## src/rtl/dancing_segment_array.sv

```systemverilog
// dancing_segment_array: a single lit segment chases around a multiplexed
// seven-segment display. It runs clockwise or counter-clockwise, or holds a
// static "g" bar in STOP mode. Three buttons pick the mode.
// Optional feature macro: DANCE_LAP_SPEEDUP_EN. When it is defined, the chase
// runs at double speed after its first lap, and dp marks the fast state.
module dancing_segment_array #(
  parameter int NDIG   = 4,
  parameter int DIV_W  = 26,
  parameter int SCAN_W = 16
) (
  input  logic            clk,
  input  logic            clr,
  input  logic            BNTL,
  input  logic            BNTR,
  input  logic            BNTC,
  output logic [6:0]      a_to_g,
  output logic [NDIG-1:0] an,
  output logic            dp,
  output logic [1:0]      mode,
  output logic            lap
);

  typedef enum logic [1:0] {
    MODE_CCW  = 2'd0,
    MODE_CW   = 2'd1,
    MODE_STOP = 2'd2
  } mode_e;

  // A one-digit build still needs a legal select width. The select value is
  // forced to zero in that case.
  localparam int SEL_W = (NDIG > 1) ? $clog2(NDIG) : 1;

  // Button order in every vector below is {C, R, L}.
  logic [2:0] sync1, sync2, sync_d, edge_q;

  mode_e              mode_q, mode_d;
  logic [2:0]         frame_q, frame_d;
  logic [DIV_W-1:0]   div_q, div_d;
  logic [SCAN_W-1:0]  scan_q;
  logic               lap_d;
  logic               step_hit;
`ifdef DANCE_LAP_SPEEDUP_EN
  logic               fast_q, fast_d;
`endif

  logic [SEL_W-1:0]   sel;
  logic [3:0]         pos_sum;
  logic [2:0]         pos;
  logic [6:0]         seg_d;
  logic [NDIG-1:0]    an_d;
  logic               dp_d;

  // Two-flop synchroniser, then a registered rising-edge detector. A held
  // button therefore produces exactly one accepted edge.
  always_ff @(posedge clk) begin
    // NOTE: sequential state uses non-blocking assignments only. Every flop
    // then samples the value from before the edge, so the order of
    // statements does not matter.
    if (clr) begin
      sync1  <= '0;
      sync2  <= '0;
      sync_d <= '0;
      edge_q <= '0;
    end else begin
      sync1  <= {BNTC, BNTR, BNTL};
      sync2  <= sync1;
      sync_d <= sync2;
      edge_q <= sync2 & ~sync_d;
    end
  end

  // Next-state logic for mode, frame, divider and the fast flag.
  always_comb begin
    // NOTE: every output of this block gets a default first. If a default
    // were missing, an untaken branch would infer a latch.
    mode_d  = mode_q;
    frame_d = frame_q;
    div_d   = div_q + DIV_W'(1);
    lap_d   = 1'b0;
`ifdef DANCE_LAP_SPEEDUP_EN
    fast_d   = fast_q;
    step_hit = fast_q ? (&div_q[DIV_W-2:0]) : (&div_q);
`else
    step_hit = &div_q;
`endif

    if (|edge_q) begin
      // Any accepted edge restarts the animation, even when it reselects
      // the current mode.
      if (edge_q[2])      mode_d = MODE_STOP;
      else if (edge_q[1]) mode_d = MODE_CW;
      else                mode_d = MODE_CCW;
      frame_d = 3'd0;
      div_d   = '0;
`ifdef DANCE_LAP_SPEEDUP_EN
      fast_d  = 1'b0;
`endif
    end else if (step_hit) begin
      case (mode_q)
        MODE_CW: begin
          if (frame_q == 3'd5) begin
            frame_d = 3'd0;
            lap_d   = 1'b1;
          end else begin
            frame_d = frame_q + 3'd1;
          end
        end
        MODE_CCW: begin
          if (frame_q == 3'd0) begin
            frame_d = 3'd5;
            lap_d   = 1'b1;
          end else begin
            frame_d = frame_q - 3'd1;
          end
        end
        default: frame_d = frame_q;
      endcase
`ifdef DANCE_LAP_SPEEDUP_EN
      if (lap_d) fast_d = 1'b1;
`endif
    end
  end

  // Display decode: the active digit d shows segment (frame + d) mod 6.
  always_comb begin
    if (NDIG > 1) sel = scan_q[SCAN_W-1 -: SEL_W];
    else          sel = '0;

    pos_sum = 4'(frame_q) + 4'(sel);
    if (pos_sum >= 4'd6) pos_sum = pos_sum - 4'd6;
    if (pos_sum >= 4'd6) pos_sum = pos_sum - 4'd6;
    pos = pos_sum[2:0];

    if (mode_q == MODE_STOP) seg_d = 7'b0111111;
    else                     seg_d = ~(7'b0000001 << pos);

    if (NDIG > 1) an_d = ~(NDIG'(1) << sel);
    else          an_d = '0;

`ifdef DANCE_LAP_SPEEDUP_EN
    dp_d = ~fast_q;
`else
    dp_d = 1'b1;
`endif
  end

  // Animation state and the free-running scan counter.
  always_ff @(posedge clk) begin
    if (clr) begin
      mode_q  <= MODE_STOP;
      frame_q <= 3'd0;
      div_q   <= '0;
      scan_q  <= '0;
`ifdef DANCE_LAP_SPEEDUP_EN
      fast_q  <= 1'b0;
`endif
    end else begin
      mode_q  <= mode_d;
      frame_q <= frame_d;
      div_q   <= div_d;
      scan_q  <= scan_q + SCAN_W'(1);
`ifdef DANCE_LAP_SPEEDUP_EN
      fast_q  <= fast_d;
`endif
    end
  end

  // Registered outputs. Segments and anodes load on the same edge, so
  // digits never ghost.
  always_ff @(posedge clk) begin
    if (clr) begin
      a_to_g <= 7'b1111111;
      an     <= '1;
      dp     <= 1'b1;
      lap    <= 1'b0;
    end else begin
      a_to_g <= seg_d;
      an     <= an_d;
      dp     <= dp_d;
      lap    <= lap_d;
    end
  end

  assign mode = mode_q;

endmodule

```

## config.mk

```make
export PLATFORM = sky130hd
export DESIGN_NAME = dancing_segment_array
export DESIGN_NICKNAME = d
export VERILOG_FILES = /design/src/rtl/dancing_segment_array.sv
export SDC_FILE = /design/constraint.sdc
export NUM_CORES = 1
export LEC_CHECK = 0
export ABC_CLOCK_PERIOD_IN_PS = 5300
export CAP_MARGIN = 20
export CORE_MARGIN = 2
export CORE_UTILIZATION = 35
export DETAILED_ROUTE_END_ITERATION = 7
export DONT_BUFFER_PORTS = 1
export PLACE_DENSITY = 0.45
export SKIP_LAST_GASP = 1
export SYNTH_ARGS = -nofsm -noshare
export SYNTH_HDL_FRONTEND = slang
export SYNTH_SLANG_ARGS = --single-unit
```

## constraint.sdc

```tcl
create_clock -name clk -period 5.3 [get_ports clk]
set_input_delay 1.325 -clock clk [delete_from_list [all_inputs] [get_ports clk]]
set_output_delay 1.325 -clock clk [all_outputs]
set_load 0.02 [all_outputs]
```

==> flow_metrics.tcl, run 1 <==
set metrics [dict create \
    status "completed" \
    arrival_ns 3.23 \
    maxCapViolations 0 \
    start_util 0.357 \
    power_density_nw_per_um2 323 \
    relSlewSlack 0.647 \
    stdcell_area_um2 3410 \
    synthTopCellsByArea "dfxtp_1 46%, xor2_1 6.3%, nor2_1 6.1%, xnor2_1 4.0%, nand3_1 3.3%" \
    grt_pass1_vias 2082 \
    cp_slowest_cell "fa_1" \
    p_leak_nw 1.27 \
    cts.sinks 71 \
    cts_buffers 9 \
    die_y_um 97.7 \
    r2r_start "frame_q[0]" \
    die_w_um 97.7 \
    startpoint "frame_q[0]" \
    slew_violations 0 \
    syn_inst 329 \
    hold_viol_final 0 \
    wl_per_cell_um 12.4 \
    crit_buf_inv 2 \
    synth_area_um2 3070 \
    period_needed_ns 3.01 \
    holdCritStartpoint "sync_d[1]" \
    synth_top_area_cell "dfxtp_1" \
    crit_path_max_fanout 10 \
    swShare 0.205 \
    grt_max_degree 34 \
    slowest_delay_ns 0.59 \
    hpwl_um 3670 \
    gp_congestion 0.792 \
    syn_to_final_growth_pct 11.0 \
    ff2ff_setup_slack_ns 2.29 \
    holdCritPathClass "reg -> reg" \
    place_area_um2 3140 \
    dieArea_um2 9540 \
    grt_pass1_wl_um 9670 \
    cts_buffer_depth 2 \
    ys_ff_latch 71 \
    critPathLaunchType "flip-flop" \
    ir_drop_uv 157 \
    diodes 0 \
    routed_wl_um 5510 \
    cts_tree "yes" \
    async_reset_ff_frac 0 \
    total_power_mw 1.10 \
    clock_skew_ns 0.0123 \
    rows 34 \
    fin_nets 342 \
    grt-ovfl-total 0 \
    ant_nets 0 \
    yosys.area.top_type_share 0.463 \
    synth_edf_count 0 \
    p_switching_mw 0.226 \
    post_cts_resized 0 \
    pin_count 20 \
    num_vias 2145 \
    avgSynthCellArea_um2 9.33 \
    ys.flop_type "dfxtp_1" \
    htreeDepth 3 \
    fmax_mhz 332 \
    p_comb_frac 0.022 \
    drive_gt1_frac 0.101 \
    drc 0 \
    yosys_warnings 0 \
    portBuffers 0 \
    cts_hold_buf 0 \
    synth_fp_nets 341 \
    min_period_over_period 0.568 \
    antenna_found_initial 0 \
    viasPerCell 4.84 \
    clockPowerShare 0.479 \
    crit_path_end_kind "flip-flop" \
    setup_viol 0 \
    worstMarginPinSlew_ns 0.526 \
    drt-initial-drc-count 82 \
    rsz0062_at_grt "false" \
    cts-root-buf "clkbuf_8" \
    crit_type "reg -> reg" \
    coreArea_um2 8590 \
    seqPwrFrac 0.500 \
    post_cts_buffers 0 \
    worstPathRequired_ns 5.52 \
    yosysUniqueCellTypes 51 \
    cp_top_family "adder cells" \
    whs_ns 0.384 \
    grtUsageTotal 0.126 \
    worstSkewPairLatency_ns 0.34 \
    drt_first_pass_iters 4 \
    yosysSeqAreaShare 0.463 \
    path_clk_slew_ns 0.08 \
    fin_setup_tns_ns 0 \
    crit_path_cell_trace "ha_1 > inv_1 > fa_1 > inv_1 > ha_1 > nand2b_1 > o21ai_0 > o21ai_1 > or3b_2" \
    internal-power_mw 0.877 \
]
## cell families (layout without fill, tap and decap cells)
kind of cell	Yosys count	after routing	synth area share
and+or+nand+nor	164	164	0.302
DFF	71	71	0.463
xor gates and xnor gates	36	36	0.103
buffers and inverters	23	29	0.0371
AOI/OAI and AO/OA	22	22	0.0469
adders and majority gates	7	7	0.0310
muxes	5	5	0.0167
other	1	1	0.00122
## power by group through the flow
stage	combinational, mW	sequential [mW]	clock, mW
floorplan	0.0220	0.562	0
global placement	0.0206	0.564	0
detailed placement	0.0206	0.564	0
CTS	0.0207	0.551	0.546
global route	0.0271	0.553	0.572
finish	0.0238	0.551	0.528
## registers in the layout, summed over array words and instances, names as in the netlist
name and flops:
sync1 3, frame_q 3, sync2 3, an 4, mode 2, edge_q 3, lap 1, scan_q 16
sync_d 3, div_q 26, a_to_g 7
## per-layer routing
metal / share of wire / GRT usage
met2: 0.44 / 0.188
met4: 0.020 / 0.0641
met3: 0.029 / 0.0410
met1: 0.51 / 0.163
met5: 0 / 0
## Yosys cell counts, drive strengths merged, types with 2 or more instances
library cell / n
dfxtp: 71
nor2: 51
nand2: 22
nand3: 22
xor2: 22
nor2b: 16
nand4: 15
xnor2: 14
inv: 12
nor3: 10
a21oi: 7
and3: 6
buf: 6
ha: 6
clkbuf: 5
mux2i: 4
o21ai: 4
or3: 4
and4: 3
nand2b: 3
nand3b: 3
o211ai: 3
and2: 2
nor4: 2
or4: 2
## per-stage QoR
| step | worst slack [ns] | std cells | util |
|---|---|---|---|
| after floorplan | 2.64 | 329 | - |
| after global placement | 2.36 | 426 | 0.365 |
| after CTS | 2.30 | 442 | 0.394 |
| final | 2.29 | 443 | 0.397 |
| after detailed placement | 2.30 | 426 | 0.365 |
| after global routing | 2.05 | 443 | 0.397 |
## cell usage in the layout, fill, tap and decap left out, types with 2 or more instances in the layout
cell type,count
nand2_1,22
nand3b_1,3
or3_1,4
xor2_1,22
nor3_2,3
a21oi_1,7
nand4_2,3
dfxtp_1,71
clkbuf_8,10
nand2b_1,3
xnor2_1,14
nor4_4,2
nor3_1,6
nand4_1,12
bufinv_16,3
ha_1,6
inv_1,12
nor2b_1,16
nor2_1,50
mux2i_1,4
o21ai_0,3
and3_1,6
and4_1,3
nand3_1,20
o211ai_1,3
clkinv_2,2
## cell type report
class / count / area, um^2
well taps: 108 / 135
clock inverters: 6 / 108
fillers: 896 / 5180
repair buffers: 1 / 27.5
inverters: 12 / 45.0
clock buffers: 10 / 138
multi-input cells: 235 / 1540
flip-flops and latches: 71 / 1420
## final timing paths
path,cells after the start,end
max,9,a_to_g[1]
min,1,edge_q[1]
min reg2reg,1,edge_q[1]
max reg2reg,9,a_to_g[1]
Note: power is estimated with default switching activity, not from simulation.
==> inputs of run 2 (changes only) <==
- ABC_CLOCK_PERIOD_IN_PS: 5300 -> 2840
- clock period: 5.3 -> 2.84 ns (I/O delays scaled with it)
==> run 2 against run 1 <==
Non-clock buffer count rose by 5. Clock power rose by 87%. Hold slack got worse by 0.0026 ns. Clock skew fell by 0.0039 ns. Sequential share of layout area fell by 0.46 points. Critical path depth rose by 1. Combinational power rose by 63%. Maximum frequency rose by 16%. Register-to-register slack got worse by 2.0 ns. Largest power group unchanged.
==> flow_metrics.tcl, run 2 (synthesis gave the netlist of run 1 again) <==
set metrics [dict create \
    status "completed" \
    post_cts_buffers 0 \
    die_w_um 97.7 \
    fill_cells 880 \
    stdcell_area_um2 3450 \
    ff2ff_setup_slack_ns 0.25 \
    rows 34 \
    layout.area.seq_um2 1420 \
    power_density_nw_per_um2 596 \
    grt-ovfl-total 0 \
    cts-root-buf "clkbuf_8" \
    slew_violations 0 \
    syn_to_final_growth_pct 12.4 \
    multiInputGateArea_um2 1560 \
    ant_nets 0 \
    grt_pass1_wl_um 10100 \
    cts.sinks 71 \
    fin_setup_tns_ns 0 \
    worstPathRequired_ns 3.07 \
    portBuffers 0 \
    ir_drop_uv 273 \
    p_leak_nw 1.29 \
    setup_viol 0 \
    coreArea_um2 8590 \
    hold_depth 1 \
    start_util 0.357 \
    holdCritStartpoint "sync_d[1]" \
    p_switching_mw 0.442 \
    gp_congestion 0.747 \
    drt-initial-drc-count 67 \
    worstSkewPairLatency_ns 0.34 \
    hpwl_um 3730 \
    antenna_found_initial 0 \
    fin_nets 347 \
    regToRegEndpoint "a_to_g[1]" \
    wl_per_cell_um 12.3 \
    hold_viol_final 0 \
    viasPerCell 4.77 \
    grt_pass1_vias 2132 \
    clockPowerShare 0.481 \
    cts_buffers 9 \
    internal-power_mw 1.61 \
    period_needed_ns 2.59 \
    die_y_um 97.7 \
    pin_count 20 \
    grt_max_degree 34 \
    cts_buffer_depth 2 \
    largest_reg_flops 26 \
    grtUsageTotal 0.128 \
    dieArea_um2 9540 \
    num_vias 2137 \
    holdCritPathClass "reg -> reg" \
    drive_gt1_frac 0.126 \
    r2r_start "frame_q[0]" \
    cts_tree "yes" \
    swShare 0.215 \
    fmax_mhz 387 \
    maxCapViolations 0 \
    critPathLaunchType "flip-flop" \
    drc 0 \
    seqPwrFrac 0.500 \
    path_clk_slew_ns 0.08 \
    htreeDepth 3 \
    rsz0062_at_grt "false" \
    worstMarginPinSlew_ns 0.664 \
    p_comb_frac 0.019 \
    crit_path_max_fanout 6 \
    clock_skew_ns 0.00847 \
    diodes 0 \
    place_area_um2 3180 \
    reg_top3 "div_q: 26 flops, scan_q: 16 flops, a_to_g: 7 flops" \
    final_cell_mix "70 x dfxtp_1, 50 x nor2_1, 22 x nand2_1, 22 x xor2_1, 20 x nand3_1" \
    startpoint "frame_q[0]" \
    rr_worst_depth 10 \
    holdPathEnd "edge_q[1]" \
    min_period_over_period 0.910 \
    relSlewSlack 0.556 \
    crit_type "reg -> reg" \
    final_common_cell "dfxtp_1" \
    drt_first_pass_iters 4 \
    crit_path_end_kind "flip-flop" \
    arrival_ns 2.81 \
    regMostFlops "div_q" \
    routed_wl_um 5530 \
]
[run 2: how the worst max path moves through the flow]
| stage | to | slack [ns] | depth (start not counted) |
|---|---|---|---|
| after floorplan | a_to_g[1] | 0.18 | 9 |
| after global placement | a_to_g[1] | 0.25 | 9 |
| after detailed placement | a_to_g[1] | 0.12 | 9 |
| after CTS | a_to_g[1] | 0.09 | 9 |
| after global routing | a_to_g[5] | 0.04 | 9 |
| final | a_to_g[1] | 0.25 | 10 |
[run 2: routing by layer]
metal	vias to the layer above	routed length, um	track usage	share of wire
met5	-	0	0	0
met1	980	2820	0.168	0.51
met2	25	2430	0.198	0.44
li1	1124	-	-	-
met3	8	194	0.0417	0.035
met4	0	78	0.0449	0.014
[run 2: repair_timing]
action                                  CTS  global route
endpoints found under the setup margin    0             5
hold buffers                              0             0
resized for setup                         0             5
[run 2: final cells by class]
cell class                      instances  share of cell area
Timing Repair Buffer                    6              0.0131
Tap cell                              108              0.0392
Clock inverter                          7              0.0348
Sequential cell                        71               0.412
Inverter                               12              0.0131
Multi-Input combinational cell        235               0.452
Clock buffer                            9              0.0359
[run 2: per-stage QoR]
step	instances	total power [mW]	hold WS, ns	setup slack, ns	utilization
6_report	448	2.06	0.382	0.254	0.402
5_1_grt	448	2.14	0.394	0.0366	0.402
4_1_cts	448	2.10	0.385	0.0903	0.399
3_5_place_dp	432	1.09	0.373	0.121	0.370
3_3_place_gp	432	1.09	0.371	0.247	0.370
2_1_floorplan	329	1.09	0.367	0.179	-
[run 2: power groups by stage]
stage,combinational (mW),clock [mW],sequential (mW)
after global placement,0.0400,0,1.05
after detailed placement,0.0402,0,1.05
after global routing,0.0461,1.07,1.03
final,0.0389,0.989,1.03
after floorplan,0.0411,0,1.05
after CTS,0.0404,1.03,1.03
[run 2: critical path, stage by stage (launching register included)]
cell	delay, ns
dfxtp_1	0.35
ha_1	0.20
inv_1	0.07
fa_1	0.45
xnor2_2	0.24
ha_4	0.20
nand2b_1	0.08
o211ai_1	0.11
o21ai_0	0.15
o21ai_2	0.17
or3b_2	0.45
